## src/rtl/fetch_unit_if.sv

```systemverilog
// Fetch unit bus: instruction memory req/ack on one side,
// decode valid/ready plus next-PC select on the other.
interface fetch_unit_if;
    logic        imem_req;
    logic [31:0] imem_addr;
    logic        imem_ack;
    logic [31:0] imem_rdata;
    logic        inst_valid;
    logic [31:0] inst;
    logic [31:0] inst_pc;
    logic        inst_ready;
    logic [2:0]  pc_sel;
    logic [31:0] jump_target;
    logic [31:0] branch_target;
    logic        fault;
    logic [31:0] fault_pc;
    logic [31:0] fetch_count;

    modport master (
        output imem_req, imem_addr,
        input  imem_ack, imem_rdata,
        output inst_valid, inst, inst_pc,
        input  inst_ready, pc_sel,
        input  jump_target, branch_target,
        output fault, fault_pc, fetch_count
    );

    modport slave (
        input  imem_req, imem_addr,
        output imem_ack, imem_rdata,
        input  inst_valid, inst, inst_pc,
        output inst_ready, pc_sel,
        output jump_target, branch_target,
        input  fault, fault_pc, fetch_count
    );
endinterface

```

## src/rtl/fetch_unit.sv

```systemverilog
// Instruction fetch stage: owns the PC, fetches over req/ack,
// hands instructions to decode over valid/ready.
module fetch_unit #(
    parameter logic [31:0] RESET_PC = 32'h0000_0000,
    parameter int unsigned TIMEOUT  = 16
) (
    input  logic          clk,
    input  logic          rst,
    fetch_unit_if.master  bus
);

    typedef enum logic [1:0] {
        S_REQ,
        S_OUT,
        S_FAULT
    } state_t;

    localparam logic [7:0] TO_LAST = 8'(TIMEOUT - 1);
    localparam logic [31:0] NOP = 32'h0000_0013;

    state_t      state;
    logic [31:0] pc;
    logic [7:0]  wait_cnt;
    logic [31:0] next_pc;

    // Next-PC select; reserved encodings fall through to pc+4
    always_comb begin
        next_pc = pc + 32'd4;
        case (bus.pc_sel)
            3'd2:    next_pc = bus.jump_target;
            3'd3:    next_pc = bus.branch_target;
            default: next_pc = pc + 32'd4;
        endcase
    end

    // Request is held low while reset is asserted
    assign bus.imem_req  = (state == S_REQ) && !rst;
    assign bus.imem_addr = pc;

    // Fetch FSM with registered decode-side outputs
    always_ff @(posedge clk or posedge rst) begin
        if (rst) begin
            state           <= S_REQ;
            pc              <= RESET_PC;
            wait_cnt        <= 8'd0;
            bus.inst_valid  <= 1'b0;
            bus.inst        <= NOP;
            bus.inst_pc     <= 32'd0;
            bus.fault       <= 1'b0;
            bus.fault_pc    <= 32'd0;
            bus.fetch_count <= 32'd0;
        end else begin
            case (state)
                S_REQ: begin
                    if (bus.imem_ack) begin
                        bus.inst       <= bus.imem_rdata;
                        bus.inst_pc    <= pc;
                        bus.inst_valid <= 1'b1;
                        wait_cnt       <= 8'd0;
                        state          <= S_OUT;
                    end else if (wait_cnt == TO_LAST) begin
                        bus.fault    <= 1'b1;
                        bus.fault_pc <= pc;
                        state        <= S_FAULT;
                    end else begin
                        wait_cnt <= wait_cnt + 8'd1;
                    end
                end
                S_OUT: begin
                    if (bus.inst_ready) begin
                        bus.fetch_count <= bus.fetch_count + 32'd1;
                        bus.inst_valid  <= 1'b0;
                        if (next_pc[1:0] == 2'b00) begin
                            pc    <= next_pc;
                            state <= S_REQ;
                        end else begin
                            bus.fault    <= 1'b1;
                            bus.fault_pc <= next_pc;
                            state        <= S_FAULT;
                        end
                    end
                end
                S_FAULT: begin
                    state <= S_FAULT;
                end
                default: begin
                    state <= S_FAULT;
                end
            endcase
        end
    end

endmodule

```

## src/flat_wrapper.sv

```systemverilog
// flat-port wrapper written by rule: the top's interface ports become plain ports
module fetch_unit_flat 
#(
    parameter logic [31:0] RESET_PC = 32'h0000_0000,
    parameter int unsigned TIMEOUT  = 16
)
  (clk, rst, bus_imem_req, bus_imem_addr, bus_imem_ack, bus_imem_rdata, bus_inst_valid, bus_inst, bus_inst_pc, bus_inst_ready, bus_pc_sel, bus_jump_target, bus_branch_target, bus_fault, bus_fault_pc, bus_fetch_count);
  fetch_unit_if bus_i ();
  input  logic clk;
  input  logic rst;
  output wire logic [$bits(bus_i.imem_req)-1:0] bus_imem_req;
  output wire logic [$bits(bus_i.imem_addr)-1:0] bus_imem_addr;
  input wire logic [$bits(bus_i.imem_ack)-1:0] bus_imem_ack;
  input wire logic [$bits(bus_i.imem_rdata)-1:0] bus_imem_rdata;
  output wire logic [$bits(bus_i.inst_valid)-1:0] bus_inst_valid;
  output wire logic [$bits(bus_i.inst)-1:0] bus_inst;
  output wire logic [$bits(bus_i.inst_pc)-1:0] bus_inst_pc;
  input wire logic [$bits(bus_i.inst_ready)-1:0] bus_inst_ready;
  input wire logic [$bits(bus_i.pc_sel)-1:0] bus_pc_sel;
  input wire logic [$bits(bus_i.jump_target)-1:0] bus_jump_target;
  input wire logic [$bits(bus_i.branch_target)-1:0] bus_branch_target;
  output wire logic [$bits(bus_i.fault)-1:0] bus_fault;
  output wire logic [$bits(bus_i.fault_pc)-1:0] bus_fault_pc;
  output wire logic [$bits(bus_i.fetch_count)-1:0] bus_fetch_count;
  assign bus_imem_req = bus_i.imem_req;
  assign bus_imem_addr = bus_i.imem_addr;
  assign bus_i.imem_ack = bus_imem_ack;
  assign bus_i.imem_rdata = bus_imem_rdata;
  assign bus_inst_valid = bus_i.inst_valid;
  assign bus_inst = bus_i.inst;
  assign bus_inst_pc = bus_i.inst_pc;
  assign bus_i.inst_ready = bus_inst_ready;
  assign bus_i.pc_sel = bus_pc_sel;
  assign bus_i.jump_target = bus_jump_target;
  assign bus_i.branch_target = bus_branch_target;
  assign bus_fault = bus_i.fault;
  assign bus_fault_pc = bus_i.fault_pc;
  assign bus_fetch_count = bus_i.fetch_count;
  fetch_unit #(.RESET_PC(RESET_PC), .TIMEOUT(TIMEOUT)) u_core (.clk(clk), .rst(rst), .bus(bus_i));
endmodule
```

## config.mk

```make
export PLATFORM = sky130hd
export DESIGN_NAME = fetch_unit_flat
export DESIGN_NICKNAME = d
export VERILOG_FILES = /design/src/rtl/fetch_unit_if.sv /design/src/rtl/fetch_unit.sv /design/src/flat_wrapper.sv
export SDC_FILE = /design/constraint.sdc
export NUM_CORES = 1
export LEC_CHECK = 0
export BUFFER_PORTS_ARGS = -buffer_cell sky130_fd_sc_hd__buf_2
export CAP_MARGIN = 10
export CORE_MARGIN = 4
export CORE_UTILIZATION = 50
export CTS_CLUSTER_SIZE = 10
export DETAILED_ROUTE_END_ITERATION = 6
export PLACE_DENSITY = 0.78
export SYNTH_ARGS = -nofsm -noshare
export SYNTH_HDL_FRONTEND = slang
export SYNTH_SLANG_ARGS = --single-unit
```

## constraint.sdc

```tcl
create_clock -name clk -period 8.4 [get_ports clk]
set_input_delay 1.26 -clock clk [delete_from_list [all_inputs] [get_ports clk]]
set_output_delay 1.26 -clock clk [all_outputs]
set_load 0.01 [all_outputs]
```

==> results of run 1 <==
## final cells by class
| type | count | area [sq um] |
|---|---|---|
| inverters | 18 | 72.6 |
| flip-flops and latches | 172 | 4310 |
| multi-input cells | 558 | 4100 |
| well taps | 225 | 282 |
| repair buffers | 273 | 1390 |
| clock inverters | 15 | 146 |
| fillers | 1400 | 6520 |
| clock buffers | 17 | 425 |
## path summary, 6_finish.rpt
check                                  from                   endpoint  slack (ps)  depth (start not counted)
setup reg to reg            u_core.state[0]    u_core.bus.fault_pc[20]        5750                          6
max in group asynchronous               rst    u_core.bus.imem_addr[1]        5840                          3
hold / removal             u_core.bus.fault           u_core.bus.fault         470                          1
hold reg to reg            u_core.bus.fault           u_core.bus.fault         470                          1
setup / recovery              bus_pc_sel[0]    u_core.bus.fault_pc[20]        4660                          7
min in group asynchronous               rst  u_core.bus.fetch_count[8]        1040                          2
## registers in the layout, summed over array words and instances, names as in the netlist
name,cells
u_core.wait_cnt,8
u_core.bus.fault,1
u_core.bus.inst,32
u_core.bus.imem_addr,32
u_core.bus.fetch_count,32
u_core.bus.inst_valid,1
u_core.bus.inst_pc,32
u_core.bus.fault_pc,32
u_core.state,2
## kinds of logic (layout without fill, tap and decap cells)
group	count (synthesis)	count (layout)	share of synthesized area [%]
buffers and inverters	75	323	4.35
AND/OR/NAND/NOR	225	225	14.0
XOR/XNOR	37	37	3.70
flip-flops	172	172	49.2
AO/OA/AOI/OAI	160	160	11.6
adder cells (fa/ha/maj)	3	3	0.429
multiplexers	133	133	16.7
## critical path: stages
cell	delay, ps
buf_2	780
mux2i_1	210
mux2i_1	410
o211ai_2	190
a21oi_4	370
buf_4	440
mux2_2	390
## layout by cell type, fill, tap and decap left out, types with 25 or more instances in the layout
cell / instances
nand3_1: 26
nor2_1: 39
dfrtp_1: 169
a21oi_1: 56
buf_2: 265
nand2_1: 61
xnor2_1: 25
o21ai_0: 33
mux2_2: 95
mux2i_1: 35
## metal layers
layer / part of all wire, % / vias up / global-route usage, %
met3: 7.2 / 52 / 4.88
met1: 42 / 3602 / 32.6
met4: 3.4 / 0 / 9.89
met2: 48 / 334 / 39.3
li1: - / 3399 / -
met5: 0 / - / 0
## cells in the mapped netlist, types with 15 or more instances
| master | count | area share [%] |
|---|---|---|
| a21oi_1 | 56 | 3.2 |
| clkbuf_1 | 23 | 0.99 |
| dfrtp_1 | 169 | 48 |
| inv_1 | 18 | 0.77 |
| mux2_2 | 95 | 12 |
| mux2i_1 | 35 | 4.0 |
| nand2_1 | 61 | 2.6 |
| nand3_1 | 26 | 1.5 |
| nand4_1 | 17 | 1.2 |
| nor2_1 | 40 | 1.7 |
| o21ai_0 | 33 | 1.9 |
| o22ai_1 | 15 | 1.1 |
| xnor2_1 | 25 | 2.5 |
## per-stage QoR
| step | utilization (%) | area, sq um | total power [W] | hold slack (ps) |
|---|---|---|---|---|
| 6_report | 62.2 | 10700 | 0.00345 | 468 |
| 3_5_place_dp | 58.8 | 10100 | 0.00269 | 451 |
| 2_1_floorplan | - | 8750 | 0.00218 | 494 |
| 3_3_place_gp | 58.8 | 10100 | 0.00264 | 451 |
| 5_1_grt | 62.2 | 10700 | 0.00366 | 498 |
| 4_1_cts | 62.2 | 10700 | 0.00347 | 467 |
## report_power, final
part | internal (W) | leakage (nW) | total, W | switching [W]
clock | 0.000395 | 0.276 | 0.000771 | 0.000376
sequential | 0.00112 | 2.19 | 0.00141 | 0.000286
combinational | 0.000597 | 2.71 | 0.00127 | 0.000676
==> impl_metrics.tcl, run 1 <==
set metrics [dict create \
    wl_mm 23.9 \
    cp-start-kind "input port" \
    fin_cells 1278 \
    gr-total-overflow 0 \
    dp_hpwl_mm 16.6 \
    drv_slew 0 \
    initial_core_util_pct 50.8 \
    synth.cell_area_sq_um 8750 \
    globalplace.congestion 0.828 \
    cap_violations 0 \
    grt_pass1_vias 7411 \
    area_delta_synth_final_pct 22.4 \
    crit_fanout 37 \
    dieArea_sq_um 19700 \
    setup_viol 0 \
    wl_per_cell_microns 18.7 \
    fin_crit_sh_pct 44.5 \
    max_freq_mhz 267 \
    cts_tree "yes" \
    drive_above_1_share_pct 40.7 \
    fin_worst_skew_ps 8.37 \
    synth_ff_type "dfrtp_1" \
    ctsHoldBuffers 0 \
    vias 7387 \
    cts-htree-levels 4 \
    syn_area_per_cell_sq_um 10.9 \
    slew-limit-headroom_pct 28.8 \
    grt_pass1_wl_mm 38.9 \
    drtPass1Iterations 5 \
    cts_buffer_depth 2 \
    netlist_instances 805 \
    core-area_sq_um 17200 \
    status "complete, no violations" \
    grt_max_degree 100 \
    ys_types 69 \
    async_flop_share_pct 100 \
    grt_util_all_layers_pct 24.4 \
    worst_slew_pin_slew_ps 1070 \
    cts_setup_buffers 0 \
    path_clk_slew_ps 70 \
    portBuffers 265 \
    synth-edff-count 0 \
    antenna_found_initial 0 \
    arrival_ps 4050 \
    required_ps 8720 \
    p_per_area_nw_per_um2 322 \
    ir_worst_vdd_mv 0.189 \
    root_buffer "clkbuf_16" \
    insertedDiodeCount 0 \
    hold_viol 0 \
    yosysSeqAreaShare_pct 49.2 \
    p_leak_nw 5.18 \
    totalNegativeSetupSlack_ps 0 \
    worst_slack_ps 4660 \
    drcViolationCount 0 \
    ys_warn_count 0 \
    ant_nets 0 \
    endpoint_kind "flop" \
    clkLatencyLatePin_ps 430 \
    ios 266 \
    viasPerCell 5.78 \
    rsz0062_at_grt "false" \
    die_h_microns 140 \
    synth-seq-cells 172 \
    clock_sinks 172 \
    fin_nets 1146 \
    syn_nets 911 \
    dp.cells 1246 \
    ctsResizeCount 0 \
    hold_class "flop to flop" \
    path_class "input port to flop" \
    die_w_microns 140 \
    cts_buffers 17 \
    post-place-ws_ps 4210 \
    fin_crit_ps 3740 \
    drt-initial-drc-count 566 \
    core.rowCount 48 \
]
Power figures use the tool's default switching activity.
==> inputs of run 2 (changes only) <==
- ABC_AREA: default -> 1
- CORE_UTILIZATION: 50 -> 47
- PLACE_DENSITY: 0.78 -> 0.77
- clock period: 8.4 -> 3.3 ns (I/O delays scaled with it)
==> run 2 against run 1 <==
  * Power rose to 2.6 times the previous value
  * Flip-flop and latch count stayed put
  * Hold slack worse by 260 ps
  * Global-route usage increased by 0.37 points
  * Routed wire length up 8.3%
  * Core utilization shrank 2.0 points
  * Register-to-register slack got worse by 4800 ps
  * Die area rose by 5.6%
  * Synthesized cell count increased by 44%
  * First-iteration DRC count shrank 5.5%
  * Setup slack worse by 3700 ps
  * Highest routed layer unchanged
==> impl_metrics.tcl, run 2 <==
set metrics [dict create \
    grt_max_degree 84 \
    async_flop_share_pct 100 \
    synth-compound-area-share_pct 8.56 \
    fillers 1632 \
    ant_nets 0 \
    vias 8407 \
    path_class "flop to flop" \
    drtPass1Iterations 5 \
    rsz0062_at_grt "false" \
    globalplace.congestion 0.861 \
    portBuffers 265 \
    synth-xor-area-share_pct 3.12 \
    root_buffer "clkbuf_16" \
    antenna_found_initial 0 \
    synth.cell_area_sq_um 8710 \
    ir_worst_vdd_mv 0.469 \
    setup_viol 0 \
    synth_top_family_by_area "simple AND/OR/NAND/NOR gates" \
    muxShareOfSynthArea_pct 0 \
    drcViolationCount 0 \
    clock_sinks 172 \
    fin_crit_ps 2350 \
    ys_warn_count 0 \
    seq_area_sq_um 4310 \
    p_leak_nw 5.86 \
    final_util_pct 60.1 \
    drive_above_1_share_pct 23.4 \
    yosysMostFrequentCell "nand2_1" \
    status "complete, no violations" \
    synth-seq-cells 172 \
    fin_crit_sh_pct 71.3 \
    clkLatencyLatePin_ps 430 \
    cts_buffers 17 \
    viasPerCell 5.07 \
    area_delta_synth_final_pct 24.8 \
    cts_buffer_depth 2 \
    die_h_microns 144 \
    slew-limit-headroom_pct 42.9 \
    grt_util_all_layers_pct 24.8 \
    yosys.area_share.simple_pct 32.5 \
    cts_tree "yes" \
    synth-edff-count 0 \
    dieArea_sq_um 20800 \
    ys_types 37 \
    ios 266 \
    endpoint_kind "flop" \
    p_per_area_nw_per_um2 822 \
    wl_mm 25.9 \
    most-common-layout-cells "nand2_1, buf_2, dfrtp_1" \
    rr_worst_depth 7 \
    layout_commonest_cell "nand2_1" \
    hold_viol 0 \
    worst_slew_pin_slew_ps 855 \
    grt_pass1_vias 8102 \
    core.rowCount 49 \
    multi_input_area_sq_um 3890 \
    yosysSeqAreaShare_pct 49.4 \
    cp-start-kind "flop" \
    core-area_sq_um 18100 \
    initial_core_util_pct 48.2 \
    synth.top_cell.area_share_pct 48.5 \
    insertedDiodeCount 0 \
    synth-adder-area-share_pct 0.431 \
    netlist_instances 1162 \
    max_freq_mhz 425 \
    hold_slack_ps 207 \
    cts_setup_buffers 0 \
    yosys.area.top_type "dfrtp_1" \
    dp_hpwl_mm 19.5 \
    arrival_ps 2630 \
    crit_fanout 58 \
    cts-htree-levels 4 \
    synth_ff_type "dfrtp_1" \
    drv_slew 0 \
    syn_area_per_cell_sq_um 7.50 \
    gr-total-overflow 0 \
    fin_nets 1522 \
    die_w_microns 144 \
    drt-initial-drc-count 535 \
    required_ps 3570 \
    ctsHoldBuffers 0 \
    fin_worst_skew_ps 11.6 \
    p_total_w 0.00893 \
    syn_nets 1268 \
    cap_violations 0 \
    totalNegativeSetupSlack_ps 0 \
    synthTopCellsByArea "dfrtp_1, nand2_1, o21ai_0, nor2_1, nand3_1" \
    ctsResizeCount 0 \
    hold_class "input port to async pin" \
    grt_pass1_wl_mm 40.7 \
    ys_top_cells_by_count "nand2_1, dfrtp_1, nor2_1" \
    wl_per_cell_microns 15.6 \
    path_clk_slew_ps 70 \
]
run 2: cell types whose count changed in the layout (fill, tap and decap cells not counted), moves of 11 or more:
cell     previous run  this run
a21oi_1            56         3
a22oi_1             3        27
inv_1              17        78
mux2_2             95         0
mux2i_1            35         0
nand2_1            61       477
nand3_1            26        76
nor2_1             39       109
o21ai_0            33        84
o21ai_1             0        11
o22ai_1            15         1
xnor2_1            25         9
run 2: metrics by stage:
| step | instance area, sq um | cells | setup slack (ps) |
|---|---|---|---|
| 6_report | 10900 | 1658 | 948 |
| 5_1_grt | 10900 | 1658 | 790 |
| 4_1_cts | 10900 | 1658 | 961 |
| 3_5_place_dp | 10300 | 1626 | 793 |
| 3_3_place_gp | 10300 | 1626 | 886 |
| 2_1_floorplan | 8720 | 1162 | 611 |
run 2: final timing paths:
check / startpoint / to / slack (ps)
max in group asynchronous: rst / u_core.bus.fetch_count[22] / 2210
max: u_core.state[1] / u_core.bus.imem_addr[25] / 950
min reg2reg: u_core.bus.fetch_count[31] / u_core.bus.fetch_count[31] / 460
max reg2reg: u_core.state[1] / u_core.bus.imem_addr[25] / 950
min: rst / u_core.bus.inst[10] / 210
min in group clk: bus_imem_rdata[1] / u_core.bus.inst[1] / 250
run 2: critical path, cell delays in order (launching register included):
cell and delay (ps):
dfrtp_1 410, nor2_4 140, buf_4 270, nand3_1 140
nor2_1 190, nand3_2 170, inv_2 670, o21ai_0 190
run 2: cell families (layout without fill, tap and decap cells):
logic type,count (synthesis),after routing
xor+xnor,31,31
compound gates,132,132
buf+inv,126,393
flops,172,172
fa+ha+maj,3,3
simple gates,698,698
run 2: cell type report:
type                       count  area share (%)
timing repair buffer         277            13.5
multi-input combinational    864            35.8
clock buffer                  20            4.29
tap                          229            2.64
inverter                      84            2.93
sequential                   172            39.6
clock inverter                12            1.24
run 2: layer usage:
layer  global-route usage [%]  wire length [microns]  part of all wire [%]
met1                     31.9                  11200                    43
met2                     41.9                  12100                    47
met3                     6.05                   2000                   7.7
met4                     7.27                    602                   2.3
met5                        0                      0                     0
run 2: report_power, final:
part	internal (W)	switching [W]
Combinational	0.00122	0.00221
Sequential	0.00284	0.000624
Clock	0.00118	0.000860
==> inputs of run 3 (changes only) <==
- clock period: 3.3 -> 2.1 ns (I/O delays scaled with it)
==> run 3 against run 2 <==
  * Die area stayed put
  * Largest power group is now combinational cells
  * Sequential share of layout area decreased by 0.36 points
  * Core utilization up 0.55 points
  * Setup slack lost 830 ps
  * Routed wire length is 3.0% higher
  * Power up 60%
  * Largest cell class unchanged
  * Non-clock buffer count is 11 higher
  * Final area rose by 0.91%
  * Highest routed layer unchanged
==> impl_metrics.tcl, run 3 (same netlist as run 2, synthesis figures left out) <==
set metrics [dict create \
    cts_buffer_depth 2 \
    ir_worst_vdd_mv 0.729 \
    die_w_microns 144 \
    max_freq_mhz 506 \
    wl_mm 26.7 \
    fin_cells 1669 \
    drv_slew 0 \
    drtPass1Iterations 7 \
    layout_commonest_cell "nand2_1" \
    totalNegativeSetupSlack_ps 0 \
    p_total_w 0.0143 \
    fin_nets 1533 \
    path_class "flop to flop" \
    required_ps 2420 \
    cpPeakStageDelay_ps 420 \
    hold_viol 0 \
    worst_slew_pin_slew_ps 536 \
    path_clk_slew_ps 70 \
    fin_crit_ps 1980 \
    ant_nets 0 \
    rsz0062_at_grt "true" \
    timing.reg2reg.setup_slack_ps 120 \
    clock_sinks 172 \
    globalplace.congestion 0.918 \
    slew-limit-headroom_pct 64.0 \
    viasPerCell 5.14 \
    drt-initial-drc-count 541 \
    setup_viol 0 \
    crit_buf_inv 1 \
    fin_crit_sh_pct 94.2 \
    cp_top_family "simple AND/OR/NAND/NOR gates" \
    cts_buffers 17 \
    cp_cell_sequence "ha_1 -> nand3_1 -> inv_1 -> nand2_1 -> nor2_1 -> nand3_1 -> nand3_1 -> nand3_1 -> nand2_1 -> nand2_1" \
    endpoint_kind "flop" \
    dp_hpwl_mm 20.4 \
    p_per_area_nw_per_um2 1300 \
    portBuffers 265 \
    cts-htree-levels 4 \
    slowest_stage "dfrtp_1" \
    grt_pass1_vias 8253 \
    crit_top_cell "nand3_1" \
    initial_core_util_pct 48.2 \
    clkLatencyLatePin_ps 430 \
    most-common-layout-cells "nand2_1, buf_2, dfrtp_1" \
    top_layer_used "met4" \
    wl_met3_mm 2.39 \
    p_leak_nw 5.91 \
    status "complete, no violations" \
    crit_fanout 5 \
    drcViolationCount 0 \
    antenna_found_initial 0 \
    ios 266 \
    grt_max_degree 78 \
    area_delta_synth_final_pct 25.9 \
    drive_above_1_share_pct 24.1 \
    wl_met1_mm 10.7 \
    root_buffer "clkbuf_16" \
    vias 8582 \
    dp.cells 1637 \
    die_h_microns 144 \
    cp-start-kind "flop" \
    gr-total-overflow 0 \
    wl_per_cell_microns 16.0 \
    dieArea_sq_um 20800 \
    arrival_ps 2300 \
    core-area_sq_um 18100 \
    fillers 1623 \
    core.rowCount 49 \
    cts_tree "yes" \
    hold_class "input port to async pin" \
    cap_violations 0 \
    grt_util_all_layers_pct 25.9 \
    grt_pass1_wl_mm 42.3 \
    fin_worst_skew_ps 12.3 \
    insertedDiodeCount 0 \
    route.met2.wl_mm 12.8 \
]
[run 3: timing repair]
item	4_1_cts	5_1_grt
hold buffers	0	0
buffers inserted	0	0
setup endpoints to repair	0	4
resized for setup	0	1
[run 3: where the power goes]
part | switching (W) | internal (W)
Combinational | 0.00352 | 0.00198
Clock | 0.00136 | 0.00194
Sequential | 0.000978 | 0.00447
[run 3: worst paths after layout]
| path | from | end | cells past startpoint |
|---|---|---|---|
| max | u_core.bus.imem_addr[3] | u_core.bus.fault_pc[22] | 10 |
| max in group asynchronous | rst | u_core.bus.inst[1] | 3 |
| min in group clk | bus_imem_rdata[5] | u_core.bus.inst[5] | 3 |
| min | rst | u_core.wait_cnt[7] | 3 |
| min reg2reg | u_core.bus.inst[15] | u_core.bus.inst[15] | 2 |
| max reg2reg | u_core.bus.imem_addr[3] | u_core.bus.fault_pc[22] | 10 |
[run 3: routing by layer]
metal  GRT usage, %  up-vias
li1               -     4215
met1           32.7     3985
met2           43.2      327
met3           7.08       55
met4           8.93        0
met5              0        -
[run 3: cell type report]
cell class | instances | area (sq um) | share of cell area, %
flip-flops and latches | 172 | 4310 | 39.3
multi-input cells | 864 | 3890 | 35.5
repair buffers | 288 | 1550 | 14.1
clock buffers | 19 | 453 | 4.13
inverters | 84 | 319 | 2.91
well taps | 229 | 287 | 2.61
clock inverters | 13 | 163 | 1.48
[run 3: metrics by stage]
step / worst slack (ps) / cell area, sq um / hold slack (ps) / utilization [%]
after floorplan: -409 / 8720 / 411 / -
after detailed placement: 175 / 10400 / 459 / 57.2
after global routing: -5.55 / 11000 / 38.5 / 60.7
after global placement: 199 / 10400 / 450 / 57.2
final: 123 / 11000 / 9.27 / 60.7
after CTS: 142 / 11000 / 35.0 / 60.7
[run 3: worst register-to-register path, cell delays in order, from the launching register on]
cell and delay [ps]:
dfrtp_1 420, ha_1 210, nand3_1 140, inv_1 120, nand2_1 130, nor2_1 360, nand3_1 140, nand3_1 140
nand3_1 90, nand2_1 80, nand2_1 40
